--- src/rtl/pwm_pkg.sv ---
// Shared types for the multi-channel PWM generator (pwm_multi_gen).
// The PWM_CENTER_ALIGN_EN build also uses dir_e for the up/down counter.
package pwm_pkg;

  localparam int PWM_W = 8;

  typedef logic [PWM_W-1:0] cnt_t;

  typedef enum logic {
    PWM_EDGE   = 1'b0,
    PWM_CENTER = 1'b1
  } mode_e;

  typedef enum logic {
    DIR_UP   = 1'b0,
    DIR_DOWN = 1'b1
  } dir_e;

endpackage

--- src/rtl/pwm_chan_cmp.sv ---
// One PWM channel: compares the shared counter against this channel's duty
// and registers the result, so every output sees the same one-cycle lag.
module pwm_chan_cmp
  import pwm_pkg::*;
#(
  parameter int W = 8
) (
  input  logic         clk,
  input  logic         reset,
  input  logic [W-1:0] cnt,
  input  logic [W-1:0] rng,
  input  logic [W-1:0] value,
  input  logic         mode,
  input  logic         en,
  output logic         pwm_out
);

  logic center;
  logic level;

  // A zero range in centre mode has no down-count, so it falls back to edge compare.
  always_comb begin
    center = (mode == PWM_CENTER) && (rng != '0);
    if (center) begin
      level = (value >= rng) || (cnt >= (rng - value));
    end else begin
      level = (cnt < value);
    end
  end

  always_ff @(posedge clk) begin
    if (reset) begin
      pwm_out <= 1'b0;
    end else begin
      pwm_out <= en && level;
    end
  end

endmodule

--- src/rtl/pwm_multi_gen.sv ---
// N-channel PWM with shared period counter and shadowed period-boundary updates.
// Optional centre-aligned mode is built in when PWM_CENTER_ALIGN_EN is defined.
module pwm_multi_gen
  import pwm_pkg::*;
#(
  parameter int W   = 8,
  parameter int NCH = 4
) (
  input  logic             clk,
  input  logic             reset,
  input  logic             pwm_en,
  input  logic [W-1:0]     pwm_range,
  input  logic [NCH*W-1:0] pwm_value,
  input  logic             pwm_update,
`ifdef PWM_CENTER_ALIGN_EN
  input  logic             pwm_center,
`endif
  output logic             pwm_upd_done,
  output logic             pwm_period,
  output logic [NCH-1:0]   pwm_out
);

  localparam logic [W-1:0] ONE = W'(1);

  logic [W-1:0]     cnt_q, cnt_d;
  logic [W-1:0]     act_range_q, sh_range_q;
  logic [NCH*W-1:0] act_value_q, sh_value_q;
  logic             pending_q;
  logic             upd_done_q;
  logic             act_mode;
  logic             center_run;
  logic             boundary;
  logic             xfer;

`ifdef PWM_CENTER_ALIGN_EN
  dir_e dir_q, dir_d;
  logic act_mode_q, sh_mode_q;

  assign act_mode   = act_mode_q;
  assign center_run = (act_mode_q == PWM_CENTER) && (act_range_q != '0);
`else
  assign act_mode   = PWM_EDGE;
  assign center_run = 1'b0;
`endif

  // Period boundary: top of the ramp in edge mode, bottom of the down-ramp in centre mode.
  always_comb begin
    boundary = (cnt_q == act_range_q);
`ifdef PWM_CENTER_ALIGN_EN
    if (center_run) begin
      boundary = (dir_q == DIR_DOWN) && (cnt_q == '0);
    end
`endif
    pwm_period = !reset && pwm_en && boundary;
    xfer       = (pwm_update || pending_q) && (pwm_period || !pwm_en);
  end

  always_comb begin
    cnt_d = cnt_q + ONE;
`ifdef PWM_CENTER_ALIGN_EN
    dir_d = dir_q;
`endif
    if (!pwm_en || pwm_period) begin
      cnt_d = '0;
`ifdef PWM_CENTER_ALIGN_EN
      dir_d = DIR_UP;
`endif
    end
`ifdef PWM_CENTER_ALIGN_EN
    else if (center_run) begin
      // The top value is held for two cycles while the direction turns around.
      if (dir_q == DIR_UP) begin
        if (cnt_q == (act_range_q - ONE)) begin
          cnt_d = cnt_q;
          dir_d = DIR_DOWN;
        end
      end else begin
        cnt_d = cnt_q - ONE;
      end
    end
`endif
  end

  always_ff @(posedge clk) begin
    if (reset) begin
      cnt_q       <= '0;
      act_range_q <= '0;
      act_value_q <= '0;
      sh_range_q  <= '0;
      sh_value_q  <= '0;
      pending_q   <= 1'b0;
      upd_done_q  <= 1'b0;
`ifdef PWM_CENTER_ALIGN_EN
      dir_q       <= DIR_UP;
      act_mode_q  <= PWM_EDGE;
      sh_mode_q   <= PWM_EDGE;
`endif
    end else begin
      cnt_q      <= cnt_d;
      upd_done_q <= xfer;
`ifdef PWM_CENTER_ALIGN_EN
      dir_q      <= dir_d;
`endif
      if (pwm_update) begin
        sh_range_q <= pwm_range;
        sh_value_q <= pwm_value;
`ifdef PWM_CENTER_ALIGN_EN
        sh_mode_q  <= pwm_center;
`endif
      end
      // A strobe landing on the transfer cycle bypasses the shadow.
      if (xfer) begin
        act_range_q <= pwm_update ? pwm_range : sh_range_q;
        act_value_q <= pwm_update ? pwm_value : sh_value_q;
`ifdef PWM_CENTER_ALIGN_EN
        act_mode_q  <= pwm_update ? pwm_center : sh_mode_q;
`endif
        pending_q   <= 1'b0;
      end else if (pwm_update) begin
        pending_q   <= 1'b1;
      end
    end
  end

  assign pwm_upd_done = upd_done_q;

  for (genvar i = 0; i < NCH; i++) begin : g_chan
    pwm_chan_cmp #(.W(W)) u_chan (
      .clk     (clk),
      .reset   (reset),
      .cnt     (cnt_q),
      .rng     (act_range_q),
      .value   (act_value_q[i*W +: W]),
      .mode    (act_mode),
      .en      (pwm_en),
      .pwm_out (pwm_out[i])
    );
  end

endmodule

--- config.mk ---
export PLATFORM = sky130hd
export DESIGN_NAME = pwm_multi_gen
export DESIGN_NICKNAME = d
export VERILOG_FILES = /design/src/rtl/pwm_pkg.sv /design/src/rtl/pwm_chan_cmp.sv /design/src/rtl/pwm_multi_gen.sv
export SDC_FILE = /design/constraint.sdc
export NUM_CORES = 1
export LEC_CHECK = 0
export CORE_MARGIN = 2
export CORE_UTILIZATION = 52
export DETAILED_ROUTE_END_ITERATION = 10
export PLACE_DENSITY = 0.78
export SETUP_SLACK_MARGIN = 0.1
export SLEW_MARGIN = 20
export SYNTH_ARGS = -nofsm -noshare
export SYNTH_HDL_FRONTEND = slang
export SYNTH_SLANG_ARGS = --single-unit
--- constraint.sdc ---
create_clock -name clk -period 1.5 [get_ports clk]
set_input_delay 0.3 -clock clk [delete_from_list [all_inputs] [get_ports clk]]
set_output_delay 0.3 -clock clk [all_outputs]
set_load 0.005 [all_outputs]
Word-level counts from Yosys, hierarchy flattened
Index checks and enable logic that the tools add are counted.
Cells by class
  add/sub/neg operators: 1
  order comparisons: 4
  eq/ne operators: 1
  mux-type cells: 2
  reductions and logical operators: 13
Operators with widths (count)
  8-bit < comparator: 4
  32-bit 2-to-1 mux: 1
  8-bit by 1-bit adder with 8-bit output, second input constant: 1
  8-bit equality test: 1
  8-bit 2-to-1 mux: 1
  1-bit logical AND: 7
  2-bit OR reduction: 2
  1-bit zero test: 2
  1-bit logical OR: 2
Storage, ports and cells
  register bits: 94
  bits of input ports: 44
  output and inout port bits: 6
  word-level logic and storage cells: 32

Depth between registers and ports, before layout
Gate-level depths: netlist of the first run.
  depth after elaboration: 6
  gate-level depth with buffers: 7
  depth with buffers taken out: 6

By module
A second synthesis of the first run with hierarchy kept.
Second synthesis, totals
  cells, all modules: 920
  area total of the unflattened synthesis: 7527.2 µm²
Modules (own cells, without submodules)
  pwm_multi_gen: times used 1, cells an instance 548, area an instance 4429.2 µm², seq. area each 1801.7 µm²
  pwm_chan_cmp: times used 4, cells an instance 93, area an instance 774.5 µm², seq. area each 20.0 µm²

Worst setup path before layout of the first run
No wires, ideal clock.
  path type: register to register
  start point: register cnt_q[2]
  end point: register act_range_q[1]
  data arrival time: 1548 ps
  data required time: 1438 ps
  slack: -110 ps
  cell stages (with the launch flop): 6
  cells stage by stage: dfxtp_1 -> xnor2_1 -> nand4_2 -> clkbuf_1 -> or4_1 -> nand3_1
Between the ends
  cells in the longest elaborated chain, start to end: 4
Ends and longest elaborated chain
  start: declaration: RTL line pwm_multi_gen.sv:25  | logic [W-1:0] cnt_q, cnt_d;
  start signal: assignment: RTL line pwm_multi_gen.sv:99  | cnt_q <= cnt_d;
  8-bit equality test: RTL line pwm_multi_gen.sv:48  | boundary = (cnt_q == act_range_q);
  1-bit logical AND: RTL line pwm_multi_gen.sv:54  | pwm_period = !reset && pwm_en && boundary;
  1-bit logical OR: RTL line pwm_multi_gen.sv:55  | xfer = (pwm_update || pending_q) && (pwm_period || !pwm_en);
  1-bit logical AND: RTL line pwm_multi_gen.sv:55
  end signal: assignment: RTL line pwm_multi_gen.sv:113  | act_range_q <= pwm_update ? pwm_range : sh_range_q;
  end: declaration: RTL line pwm_multi_gen.sv:26  | logic [W-1:0] act_range_q, sh_range_q;
Every way passes these cells.
A chain may end at the register's enable or synchronous reset.

Final worst setup path of the first run
  start point: register cnt_q[7]
  end point: register act_range_q[7]
Same word-level chain as after synthesis.

==> flow_summary.rst, run 1 <==
.. list-table::
   :header-rows: 1

   * - Metric
     - Value
   * - Result of the run
     - finished with violations
   * - Violations in the final reports
     - setup timing
   * - Final weighted congestion of routability-driven global placement
     - 0.834
   * - Setup Skew
     - 0.0185 ns
   * - CTS H-Tree Depth
     - 3
   * - Number of clock sinks
     - 94
   * - Boundary pin count
     - 50
   * - Sequential share of the synthesized area
     - 36.7%
   * - Slew Limit Headroom
     - 66.4%
   * - EDFF count, synth
     - 0
   * - Fin nets
     - 749
   * - Number of antenna violations at the first check in global routing
     - 0
   * - Slew Limit Fails
     - 0
   * - Vias
     - 5033
   * - Cells after Synth
     - 621
   * - Worst path required time
     - 1.80 ns
   * - DRC marker count from the first detailed-route iteration
     - 477
   * - Via count of the first global-routing pass
     - 4592
   * - Maxcap violations
     - 0
   * - Y dimension of the die
     - 103 µm
   * - Synth-to-Final Area Change
     - 35.2%
   * - Highest clock frequency the design can meet
     - 553 MHz
   * - Global-route usage over all layers
     - 25.8%
   * - Placed Area
     - 6070 µm²
   * - Ratio of final minimum period to clock period
     - 121%
   * - Worst-path clk slew
     - 0.09 ns
   * - Number of vias per cell after detailed routing
     - 6.18
   * - Quantity of I/O buffers inserted on ports
     - 49
   * - Critical Path Source Type
     - register
   * - Aggregate global routing overflow
     - 0
   * - Buffer cell driving the clock tree root
     - clkbuf_8
   * - Post-Synthesis Cell Area
     - 5130 µm²
   * - Maximum vdd drop
     - 0.000769 V
   * - Unrepaired setup endpoints after global routing
     - true
   * - # rows
     - 36
   * - Net count after synthesis
     - 694
   * - Worst setup slack before clock tree synthesis
     - -0.319 ns
   * - Starting density of the core
     - 53.0%
   * - ANT nets after route
     - 0
   * - Final setup margin
     - -0.310 ns
   * - Largest net degree at the start of global routing
     - 85
   * - Crit. End Element
     - register
   * - Total Wirelength
     - 15300 µm
   * - Detailed placer's ending HPWL
     - 8230 µm
   * - Kind of critical path
     - reg2reg
   * - Number of iterations in the first detailed-routing pass
     - 5
   * - Area inside the core boundary
     - 9680 µm²
   * - Arrival time of data at the critical path endpoint
     - 2.11 ns
   * - Worst-margin pin slew
     - 0.504 ns
   * - Chip Width
     - 103 µm
   * - Final core utilization
     - 71.6%
   * - Number of flip-flops and latches in the synthesized netlist
     - 94
   * - Max Fanout on Critical Path
     - 10
   * - Static Leak
     - 0.00289 µW
   * - Path class of the lowest-slack min-delay path
     - in2reg
   * - Total of endpoints with negative setup slack in the final report
     - 42
   * - Number of CTS-inserted buffers
     - 9
   * - Wire length of the first global-routing pass
     - 21600 µm
   * - Synth Area per Inst
     - 8.26 µm²
   * - TritonCTS clock tree
     - done
   * - Die ar.
     - 10700 µm²
   * - Number of buffers inserted by hold repair at cts
     - 0
   * - Clock latency on the worst-skew pair
     - 0.38 ns
   * - Antenna Diode Count
     - 0
   * - Detailed-route DRC error count
     - 0
   * - Final critical path time including I/O delays and setup
     - 1.81 ns
   * - Synth warn
     - 0
   * - Primary flip-flop cell chosen by synthesis mapping
     - dfxtp_1
   * - Per-cell routed wire length
     - 18.8 µm
   * - Longest Clk Path Bufs
     - 2
   * - Cell Pwr Density
     - 1300 nW/µm²
   * - Share of flip-flops with an asynchronous set or reset
     - 0%
   * - Layout cells sized above 1
     - 24.2%
   * - Number of failing hold endpoints at the final stage
     - 0
   * - Distinct cell type count of the synthesized netlist
     - 31
   * - Design Area, Final
     - 6940 µm²
-- routing by layer --
metal	share of wire (%)	GRT usage [%]
met1	39	31.3
met2	50	44.4
met3	6.7	4.10
met4	3.9	13.2
met5	0	0
-- what timing repair did --
action                     in CTS  in global routing
pin swaps                      19                 12
setup endpoints to repair      50                 55
hold endpoints to repair        0                  0
resized for setup              35                 75
gates cloned                    0                  3
buffers inserted                4                  2
-- critical path, stage by stage, from the launching register on --
cell and delay (ns):
dfxtp_4 0.38, xnor2_4 0.20, buf_4 0.15, nand4_4 0.16
clkbuf_16 0.24, or4_4 0.54, nand3_2 0.08
-- placed cells by master (no fill, tap or decap), types with 5 or more instances in the layout --
cell type	synthesis	routed
mux2i_1	40	40
buf_6	0	5
clkdlybuf4s50_1	0	41
nand2_1	41	40
nand3_2	0	20
o32a_1	40	40
ha_4	0	14
buf_12	0	10
buf_4	4	36
or4_1	40	23
dfxtp_2	0	6
o21ai_0	19	19
nand3_1	48	28
clkbuf_8	0	13
ha_1	29	15
inv_1	41	41
dlygate4sd2_1	0	5
nor2_1	95	93
xnor2_4	0	5
dfxtp_4	0	8
o21ai_1	21	21
dfxtp_1	94	80
nand2b_1	6	6
or4_4	0	17
-- layout make-up --
type	instances	area [µm²]
flip-flops and latches	94	1920
clock inverters	2	38.8
clock buffers	14	183
well taps	133	166
fillers	681	2750
inverters	41	154
repair buffers	103	1080
multi-input cells	427	3390
-- Yosys cell counts, drive strengths merged (2+ instances only) --
library cell,number,area share [%]
inv,41,3.0
xnor2,10,1.7
nand3,48,4.7
nand2b,6,0.73
o31ai,4,0.59
a21o,5,0.73
and4,2,0.34
buf,20,2.0
a31oi,4,0.49
dlygate4sd1,2,0.34
dfxtp,94,37
a21oi,4,0.39
nand4,2,0.49
ha,29,7.1
o21ai,40,3.9
a211oi,5,0.73
o32a,40,7.8
and3,2,0.24
or4,40,5.9
clkbuf,37,2.8
nor2,95,7.0
a211o,4,0.68
xor2,4,0.68
nand2,41,3.0
mux2i,40,7.8
-- through the flow --
stage                     TNS, ns  std cells  hold WS (ns)  power (µW)
after global placement      -7.77        790         0.492        5710
after CTS                   -8.56        810         0.188        7920
after floorplan                 0        621         0.443        4990
final                      -11.25        814         0.213        9020
after detailed placement   -10.12        790         0.499        5880
after global routing       -13.82        814         0.193        9410
-- report_power, final --
| group | internal [µW] | leakage, µW | switching [µW] | total [µW] |
|---|---|---|---|---|
| Sequential | 2830 | 0.000781 | 204 | 3030 |
| Clock | 958 | 0.000113 | 898 | 1860 |
| Combinational | 1910 | 0.00200 | 2220 | 4130 |
-- worst paths after layout --
path	startpoint	end	slack [ns]	cells after the start
max	cnt_q[7]$_SDFF_PP0_	act_range_q[7]$_SDFFE_PP0P_	-0.31	6
min reg2reg	sh_value_q[3]$_SDFF_PP0_	sh_value_q[3]$_SDFF_PP0_	0.52	2
min	reset	sh_value_q[31]$_SDFF_PP0_	0.21	2
max reg2reg	cnt_q[7]$_SDFF_PP0_	act_range_q[7]$_SDFFE_PP0P_	-0.31	6
-- registers in the layout, indices dropped and copies added, names as in the netlist --
signal                 count
sh_value_q                32
sh_range_q                 8
g_chan.u_chan.pwm_out      4
pending_q                  1
act_range_q                8
cnt_q                      8
pwm_upd_done               1
act_value_q               32
-- cells by family after synthesis --
family | after synthesis | share of synthesized area, %
AO/OA/AOI/OAI | 106 | 15.3
XOR/XNOR | 14 | 2.39
adder cells (fa/ha/maj) | 29 | 7.07
buffers and inverters | 100 | 8.17
flip-flops | 94 | 36.7
multiplexers | 40 | 7.81
AND/OR/NAND/NOR | 238 | 22.5
Note: power is estimated with default switching activity, not from simulation.
==> run 2: changes to the inputs <==
Settings changed: CORE_MARGIN 2 to unset.
==> run 2 against run 1 <==
The run still ends with setup timing left. Power up 3.8%. Count of clock-buffer cells in the layout down 3. Critical path depth up 1. Clock power down 3%. Via count up 1.0%.
==> flow_summary.rst, run 2 (synthesis gave the netlist of run 1 again) <==
.. list-table::
   :header-rows: 1

   * - Metric
     - Value
   * - Power share of the clock group
     - 19.3% (was 20.6%)
   * - Setup Skew
     - 0.00894 ns (was 0.0185 ns)
   * - Cells on Worst Hold Path
     - 3 (was 2)
   * - Starting density of the core
     - 54.5% (was 53.0%)
   * - Seq pwr share
     - 32.5% (was 33.6%)
   * - Detailed placer's ending HPWL
     - 8310 µm (was 8230 µm)
   * - Worst-path clk slew
     - 0.10 ns (was 0.09 ns)
   * - Uppermost signal routing layer after detailed routing
     - met4 (unchanged)
   * - Slew Limit Fails
     - 0 (unchanged)
   * - Total Wirelength
     - 16100 µm (was 15300 µm)
   * - Combinational Power Share
     - 48.2% (was 45.8%)
   * - Longest Clk Path Bufs
     - 2 (unchanged)
   * - Startpoint of the lowest-slack hold path
     - pwm_update (was reset)
   * - Chip Width
     - 101 µm (was 103 µm)
   * - Y dimension of the die
     - 101 µm (was 103 µm)
   * - TritonCTS clock tree
     - done (unchanged)
   * - Path class of the lowest-slack min-delay path
     - in2reg (unchanged)
   * - PnR Total Power
     - 9370 µW (was 9020 µW)
   * - Boundary pin count
     - 50 (unchanged)
   * - Slew Limit Headroom
     - 64.9% (was 66.4%)
   * - R2R depth
     - 7 (was 6)
   * - Final core utilization
     - 74.2% (was 71.6%)
   * - Global-route usage over all layers
     - 26.5% (was 25.8%)
   * - Layout cells sized above 1
     - 26.3% (was 24.2%)
   * - Static Leak
     - 0.00297 µW (was 0.00289 µW)
   * - Worst path required time
     - 1.82 ns (was 1.80 ns)
   * - Final weighted congestion of routability-driven global placement
     - 0.838 (was 0.834)
   * - DRC marker count from the first detailed-route iteration
     - 383 (was 477)
   * - Met3 layer wire length in the routed design
     - 1240 µm (was 1030 µm)
   * - Buffer cell driving the clock tree root
     - clkbuf_8 (unchanged)
   * - Ratio of final minimum period to clock period
     - 123% (was 121%)
   * - Vias
     - 5084 (was 5033)
   * - Antenna Diode Count
     - 0 (unchanged)
   * - Placed insts
     - 785 (was 790)
   * - Met2 layer wire length in the routed design
     - 7980 µm (was 7690 µm)
   * - Largest net degree at the start of global routing
     - 84 (was 85)
   * - Unrepaired setup endpoints after global routing
     - true (unchanged)
   * - Number of vias per cell after detailed routing
     - 6.22 (was 6.18)
   * - Cell-internal power
     - 5860 µW (was 5700 µW)
   * - Maximum vdd drop
     - 0.00117 V (was 0.000769 V)
   * - Kind of critical path
     - reg2reg (unchanged)
   * - Maxcap violations
     - 0 (unchanged)
   * - Detailed-route DRC error count
     - 0 (unchanged)
   * - Switching power share of the total
     - 37.5% (was 36.8%)
   * - Critical Path Source Type
     - register (unchanged)
   * - Final critical path time including I/O delays and setup
     - 1.84 ns (was 1.81 ns)
   * - Fin nets
     - 756 (was 749)
   * - Most common cell after layout, fill and taps aside
     - nor2_1 (unchanged)
   * - Worst reg2reg endpoint
     - act_range_q[3]$_SDFFE_PP0P_ (was act_range_q[7]$_SDFFE_PP0P_)
   * - Clock latency on the worst-skew pair
     - 0.37 ns (was 0.38 ns)
   * - Synth-to-Final Area Change
     - 36.3% (was 35.2%)
   * - Largest registers
     - act_value_q (32), sh_value_q (32) (unchanged)
   * - Wire length of the first global-routing pass
     - 21700 µm (was 21600 µm)
   * - Area inside the core boundary
     - 9420 µm² (was 9680 µm²)
   * - Final setup margin
     - -0.339 ns (was -0.310 ns)
   * - Cell Pwr Density
     - 1340 nW/µm² (was 1300 nW/µm²)
   * - Max Fanout on Critical Path
     - 8 (was 10)
   * - End point of the worst hold path
     - sh_value_q[28]$_SDFF_PP0_ (was sh_value_q[31]$_SDFF_PP0_)
   * - Most frequent cells in the layout
     - nor2_1, dfxtp_1, inv_1, clkdlybuf4s50_1 (unchanged)
   * - Arrival time of data at the critical path endpoint
     - 2.16 ns (was 2.11 ns)
   * - CTS H-Tree Depth
     - 3 (unchanged)
   * - Result of the run
     - finished with violations (unchanged)
   * - Number of failing hold endpoints at the final stage
     - 0 (unchanged)
   * - Number of CTS-inserted buffers
     - 9 (unchanged)
   * - Violations in the final reports
     - setup timing (unchanged)
   * - Per-cell routed wire length
     - 19.7 µm (was 18.8 µm)
   * - Number of iterations in the first detailed-routing pass
     - 5 (unchanged)
   * - Via count of the first global-routing pass
     - 4730 (was 4592)
   * - # rows
     - 35 (was 36)
   * - Number of antenna violations at the first check in global routing
     - 0 (unchanged)
   * - Worst reg2reg startpoint
     - act_range_q[7]$_SDFFE_PP0P_ (was cnt_q[7]$_SDFF_PP0_)
   * - ANT nets after route
     - 0 (unchanged)
   * - Final Non-Filler Cells
     - 817 (was 814)
   * - Die ar.
     - 10300 µm² (was 10700 µm²)
   * - Crit. End Element
     - register (unchanged)
   * - Highest clock frequency the design can meet
     - 544 MHz (was 553 MHz)
   * - Worst-margin pin slew
     - 0.526 ns (was 0.504 ns)
   * - Number of buffers inserted by hold repair at cts
     - 0 (unchanged)
   * - Number of clock sinks
     - 94 (unchanged)
   * - Routed length on met1
     - 6100 µm (was 6020 µm)
   * - Quantity of I/O buffers inserted on ports
     - 49 (unchanged)
   * - Aggregate global routing overflow
     - 0 (unchanged)
   * - Total of endpoints with negative setup slack in the final report
     - 41 (was 42)
   * - Switching pwr
     - 3510 µW (was 3320 µW)
   * - Minimum setup slack among reg-to-reg paths
     - -0.34 ns (was -0.31 ns)
## run 2: per-stage QoR
step                area [µm²]  worst slack (ns)  TNS, ns  hold WS [ns]
floorplan                 5290            0.0101        0         0.443
CTS                       6380            -0.280    -8.11         0.422
global route              6990            -0.374   -14.22         0.456
detailed placement        6020            -0.429   -16.93         0.506
global placement          6020            -0.450   -15.55         0.486
finish                    6990            -0.339   -12.41         0.442
## run 2: cell type report
cell class | count | area, µm²
timing repair buffer | 110 | 1170
tap | 129 | 161
clock inverter | 5 | 55.1
clock buffer | 11 | 153
fill | 623 | 2430
inverter | 41 | 154
multi-input combinational | 427 | 3380
sequential | 94 | 1920
## run 2: metal layers
metal	GRT usage (%)	vias to the layer above
met5	0	-
met4	12.4	0
met3	3.80	77
met2	45.4	270
met1	32.9	2411
li1	-	2326
## run 2: timing repair
item,CTS,global route
setup buffers,7,4
gates cloned,0,6
hold endpoints to repair,0,0
pin swaps,21,42
resized for setup,29,95
setup endpoints to repair,50,55
## run 2: worst max path at each step
stage                                      startpoint                      endpoint  slack [ns]  cells past startpoint
final                     act_range_q[7]$_SDFFE_PP0P_   act_range_q[3]$_SDFFE_PP0P_       -0.34                      7
after detailed placement                       pwm_en                    pwm_period       -0.43                      4
after global routing      act_range_q[7]$_SDFFE_PP0P_  act_value_q[18]$_SDFFE_PP0P_       -0.37                      7
after floorplan                   cnt_q[3]$_SDFF_PP0_   act_range_q[2]$_SDFFE_PP0P_        0.01                      5
after global placement                         pwm_en                    pwm_period       -0.45                      4
after CTS                         cnt_q[1]$_SDFF_PP0_                    pwm_period       -0.28                      5
## run 2: power groups by stage
stage	clock network, µW	logic [µW]	registers, µW
after floorplan	0	1950	3040
after global placement	0	2570	3050
after detailed placement	0	2720	3070
after CTS	1800	2940	3020
after global routing	1910	4730	3070
final	1810	4520	3040
## run 2: worst max-delay path, cell delays in order, from the launching register on
cell and delay (ns):
dfxtp_2 0.35, xnor2_2 0.23, buf_4 0.17, nand4_4 0.10
buf_12 0.17, clkbuf_16 0.16, or4_4 0.53, nand3_2 0.08
